==> src/rtl/block_tx.sv <==
// UART transmitter: start bit, 8 data bits LSB-first, optional even parity, one stop bit.
// Define UART_TX_PARITY_EN to include the even-parity bit in every frame.
module block_tx #(
    parameter int REFERENCE_CLOCK = 50000000,
    parameter int BAUD            = 9600
) (
    input  logic       clk,
    input  logic       reset,
    input  logic [7:0] DATA_TX,
    input  logic       TX_Send,
    output logic       TX_Port,
    output logic       TX_Busy,
    output logic       TX_Done
);

    localparam int DIV = REFERENCE_CLOCK / BAUD;
    localparam int CW  = (DIV > 1) ? $clog2(DIV) : 1;
    localparam logic [CW-1:0] LAST = CW'(DIV - 1);

    typedef enum logic [2:0] {
        IDLE,
        START,
        DATA,
`ifdef UART_TX_PARITY_EN
        PARITY,
`endif
        STOP
    } state_t;

    state_t        state, state_n;
    logic [CW-1:0] cnt, cnt_n;
    logic [2:0]    idx, idx_n;
    logic [7:0]    shift, shift_n;
    logic          port_n, busy_n, done_n;
    logic          bit_end;
`ifdef UART_TX_PARITY_EN
    logic          par, par_n;
`endif

    assign bit_end = (cnt == LAST);

    always_ff @(posedge clk or negedge reset) begin
        if (!reset) begin
            state   <= IDLE;
            cnt     <= '0;
            idx     <= '0;
            shift   <= '0;
            TX_Port <= 1'b1;
            TX_Busy <= 1'b0;
            TX_Done <= 1'b0;
`ifdef UART_TX_PARITY_EN
            par     <= 1'b0;
`endif
        end else begin
            state   <= state_n;
            cnt     <= cnt_n;
            idx     <= idx_n;
            shift   <= shift_n;
            TX_Port <= port_n;
            TX_Busy <= busy_n;
            TX_Done <= done_n;
`ifdef UART_TX_PARITY_EN
            par     <= par_n;
`endif
        end
    end

    // The line value for the next bit is chosen on the edge that ends the current one,
    // so the registered TX_Port switches exactly on bit boundaries.
    always_comb begin
        state_n = state;
        cnt_n   = cnt;
        idx_n   = idx;
        shift_n = shift;
        port_n  = TX_Port;
        busy_n  = TX_Busy;
        done_n  = 1'b0;
`ifdef UART_TX_PARITY_EN
        par_n   = par;
`endif
        if (state != IDLE) begin
            cnt_n = bit_end ? '0 : cnt + CW'(1);
        end

        case (state)
            IDLE: begin
                port_n = 1'b1;
                if (TX_Send) begin
                    shift_n = DATA_TX;
`ifdef UART_TX_PARITY_EN
                    par_n   = ^DATA_TX;
`endif
                    state_n = START;
                    busy_n  = 1'b1;
                    cnt_n   = '0;
                    port_n  = 1'b0;
                end
            end
            START: begin
                if (bit_end) begin
                    state_n = DATA;
                    idx_n   = '0;
                    port_n  = shift[0];
                end
            end
            DATA: begin
                if (bit_end) begin
                    shift_n = {1'b0, shift[7:1]};
                    if (idx == 3'd7) begin
`ifdef UART_TX_PARITY_EN
                        state_n = PARITY;
                        port_n  = par;
`else
                        state_n = STOP;
                        port_n  = 1'b1;
`endif
                    end else begin
                        idx_n  = idx + 3'd1;
                        port_n = shift[1];
                    end
                end
            end
`ifdef UART_TX_PARITY_EN
            PARITY: begin
                if (bit_end) begin
                    state_n = STOP;
                    port_n  = 1'b1;
                end
            end
`endif
            STOP: begin
                if (bit_end) begin
                    state_n = IDLE;
                    busy_n  = 1'b0;
                    done_n  = 1'b1;
                    port_n  = 1'b1;
                end
            end
            default: begin
                state_n = IDLE;
                busy_n  = 1'b0;
                port_n  = 1'b1;
            end
        endcase
    end

endmodule

==> config.mk <==
export PLATFORM = sky130hd
export DESIGN_NAME = block_tx
export DESIGN_NICKNAME = d
export VERILOG_FILES = /design/src/rtl/block_tx.sv
export SDC_FILE = /design/constraint.sdc
export NUM_CORES = 1
export LEC_CHECK = 0
export BUFFER_PORTS_ARGS = -buffer_cell sky130_fd_sc_hd__buf_2
export CAP_MARGIN = 20
export CORE_UTILIZATION = 40
export DETAILED_ROUTE_END_ITERATION = 8
export PLACE_DENSITY = 0.66
export SETUP_SLACK_MARGIN = 0.02
export SLEW_MARGIN = 20
export SYNTH_ARGS = -nofsm -noshare
export SYNTH_HDL_FRONTEND = slang
export SYNTH_SLANG_ARGS = --single-unit
export TNS_END_PERCENT = 30
==> constraint.sdc <==
create_clock -name clk -period 3.93 [get_ports clk]
set_input_delay 0.393 -clock clk [delete_from_list [all_inputs] [get_ports clk]]
set_output_delay 0.393 -clock clk [all_outputs]
set_load 0.005 [all_outputs]
==> flow_summary.json <==
{
  "start_util": 0.417,
  "utilization": 0.463,
  "synth-simple-area-share": 0.161,
  "p_comb_frac": 0.437,
  "tns_ps": 0,
  "io_pins": 14,
  "synth_xor_area_frac": 0.00525,
  "core_um2": 4000,
  "crit_chain": "inv_1 > ha_1 > or3_1 > a221oi_1 > mux2_2",
  "cts.repair.resized": 0,
  "synth-compound-area-share": 0.179,
  "gp_congestion": 0.831,
  "drt_iter0_drc": 95,
  "cp-end-kind": "register",
  "detail-route-antenna-nets": 0,
  "grt_pass1_wl_mm": 6.15,
  "synth_area_leaders": "dfrtp_1 42%, mux2_2 11%, ha_1 6.0%",
  "synth_nets": 185,
  "synth_area_um2": 1670,
  "crit_fanout": 18,
  "rows": 23,
  "clk_path_buf_depth": 2,
  "crit_path_max_incr_delay_ps": 500,
  "numPortBuffers": 13,
  "clock-root-buffer": "clkbuf_8",
  "synthCells": 166,
  "yosysTopAreaCell": "dfrtp_1",
  "cp-start-kind": "register",
  "synth_top_area_frac": 0.420,
  "finalSetupViolCount": 0,
  "vias": 1265,
  "rsz0062_at_grt": "no",
  "synth_mux_area_frac": 0.115,
  "worst_pin_slew_ps": 792,
  "clk_latency_ps": 280,
  "post_cts_buffers": 0,
  "drv_slew": 0,
  "p_leak_uw": 0.000813,
  "clock_sinks": 29,
  "fmax_mhz": 420,
  "crit_family": "simple AND/OR/NAND/NOR gates",
  "drc": 0,
  "maxCapViolations": 0,
  "avgSynthCellArea_um2": 10.0,
  "ys_seq_area_frac": 0.436,
  "p_sw_uw": 534,
  "drive_above_1_share": 0.236,
  "path_class": "register to register",
  "grt_start_max_net_pins": 30,
  "clk_pin_slew_worst_paths_ps": 60,
  "fp.dieH_um": 66.6,
  "fin_crit_ps": 2380,
  "required_ps": 4090,
  "grt_pass1_vias": 1300,
  "p_int_uw": 861,
  "wirelength_mm": 3.42,
  "cp.arrival_ps": 2540,
  "syn2layout_area_growth_pct": 11.0,
  "switching_share": 0.383,
  "cts_tree": "yes",
  "die_w_um": 66.6,
  "power_density_nw_per_um2": 754,
  "drt_pass1_iterations": 4,
  "fin_skew_ps": 4.91,
  "grt_usage": 0.188,
  "layout.nets": 197,
  "finalHoldViolations": 0,
  "detailed_place_hpwl_mm": 2.33,
  "wl_per_cell_um": 15.0,
  "grt_antenna_before_repair": 0,
  "postCtsHoldBufs": 0,
  "dieArea_um2": 4430,
  "cp_slowest_cell": "or3_1",
  "ys_seq_elements": 29,
  "antenna_cells": 0,
  "holdCritPathClass": "input pin to asynchronous set/reset pin",
  "p_clk_frac": 0.177,
  "via_per_inst": 5.55,
  "synth_cell_type_count": 37,
  "ir_drop_v": 0.000380,
  "cts_buffers": 5,
  "outcome": "finished clean",
  "fin_crit_sh": 0.605,
  "cts-htree-levels": 2,
  "grt_overflow": 0,
  "crit_buf_inv": 1,
  "synth_top_family_by_area": "compound AO/OA/AOI/OAI gates",
  "synth-adder-area-share": 0.0600,
  "p_seq_frac": 0.385,
  "slew_headroom": 0.471,
  "synth_warnings": 0
}
## layout make-up
class                           count  area [um^2]
Inverter                            9         33.8
Clock buffer                        7         86.3
Sequential cell                    29          727
Fill cell                         384         2150
Tap cell                           50         62.6
Multi-Input combinational cell    119          868
Timing Repair Buffer               14         72.6
## registers in the layout, summed over array words and instances (netlist names)
signal and count:
TX_Busy 1, TX_Done 1, TX_Port 1, cnt 13
idx 3, shift 8, state 2
## power by group through the flow
stage          clock [uW]  combinational, uW  sequential (uW)
3_5_place_dp            0                611              541
4_1_cts               255                616              537
2_1_floorplan           0                515              501
5_1_grt               265                698              558
3_3_place_gp            0                585              530
6_report              247                610              538
## metrics by stage
step / total power [uW] / cells / instance area (um^2) / setup slack [ps] / hold WS, ps
2_1_floorplan: 1020 / 166 / 1670 / 1830 / 97.4
3_3_place_gp: 1110 / 221 / 1760 / 1680 / 456
3_5_place_dp: 1150 / 221 / 1760 / 1540 / 463
4_1_cts: 1410 / 228 / 1850 / 1520 / 170
5_1_grt: 1520 / 228 / 1850 / 1400 / 207
6_report: 1400 / 228 / 1850 / 1550 / 147
## placed cells by master, fill, tap and decap left out, drive strengths merged, types with 7 or more instances in the layout
master / Yosys / routed
o21ai: 8 / 8
ha: 8 / 8
nand2: 13 / 13
a31oi: 8 / 8
buf: 6 / 14
nor2: 9 / 9
inv: 9 / 9
dfrtp: 28 / 28
clkbuf: 3 / 7
nand3: 10 / 10
mux2: 17 / 17
a21oi: 13 / 13
## logic make-up after synthesis
kind of cell / Yosys count
xor gates and xnor gates: 1
DFF: 29
AOI/OAI and AO/OA: 45
and+or+nand+nor: 48
buffers and inverters: 18
adders and majority gates: 8
muxes: 17
## cells in the mapped netlist
library cell   n
o21bai_1       1
dfstp_2        1
buf_2          4
nand3_4        1
or3_1          1
buf_1          2
a32oi_1        1
a31oi_1        8
nor4_1         1
nand2_1       13
o31ai_1        1
clkbuf_1       3
ha_1           8
xnor2_1        1
and4bb_2       1
nand4_1        2
o22ai_1        1
nor2b_1        1
a211oi_4       1
mux2_2        17
a22o_1         4
o21ai_0        8
nand3_1        9
o211ai_1       1
dfrtp_1       28
a221oi_1       1
o21a_1         1
and2_1         1
a21oi_1       13
a41oi_1        3
nand2b_1       3
and3_1         4
inv_1          9
a2bb2oi_1      1
and4_1         1
nor4_4         1
nor2_1         9
## per-layer routing
| metal | vias to the layer above | GRT usage | share of wire |
|---|---|---|---|
| met5 | - | 0 | 0 |
| met1 | 614 | 0.247 | 0.49 |
| met4 | 0 | 0.0718 | 0.015 |
| met3 | 6 | 0.0462 | 0.036 |
| met2 | 19 | 0.294 | 0.46 |
| li1 | 626 | - | - |
## worst paths after layout
| path | startpoint | end | slack (ps) | cells after the start |
|---|---|---|---|---|
| setup / recovery | state[0] | state[1] | 1550 | 5 |
| min in group clk | cnt[12] | cnt[12] | 470 | 1 |
| setup reg to reg | state[0] | state[1] | 1550 | 5 |
| hold / removal | reset | cnt[8] | 150 | 1 |
| hold reg to reg | cnt[12] | cnt[12] | 470 | 1 |
| max in group asynchronous | reset | shift[0] | 3350 | 1 |
(Power assumes the default switching activity.)
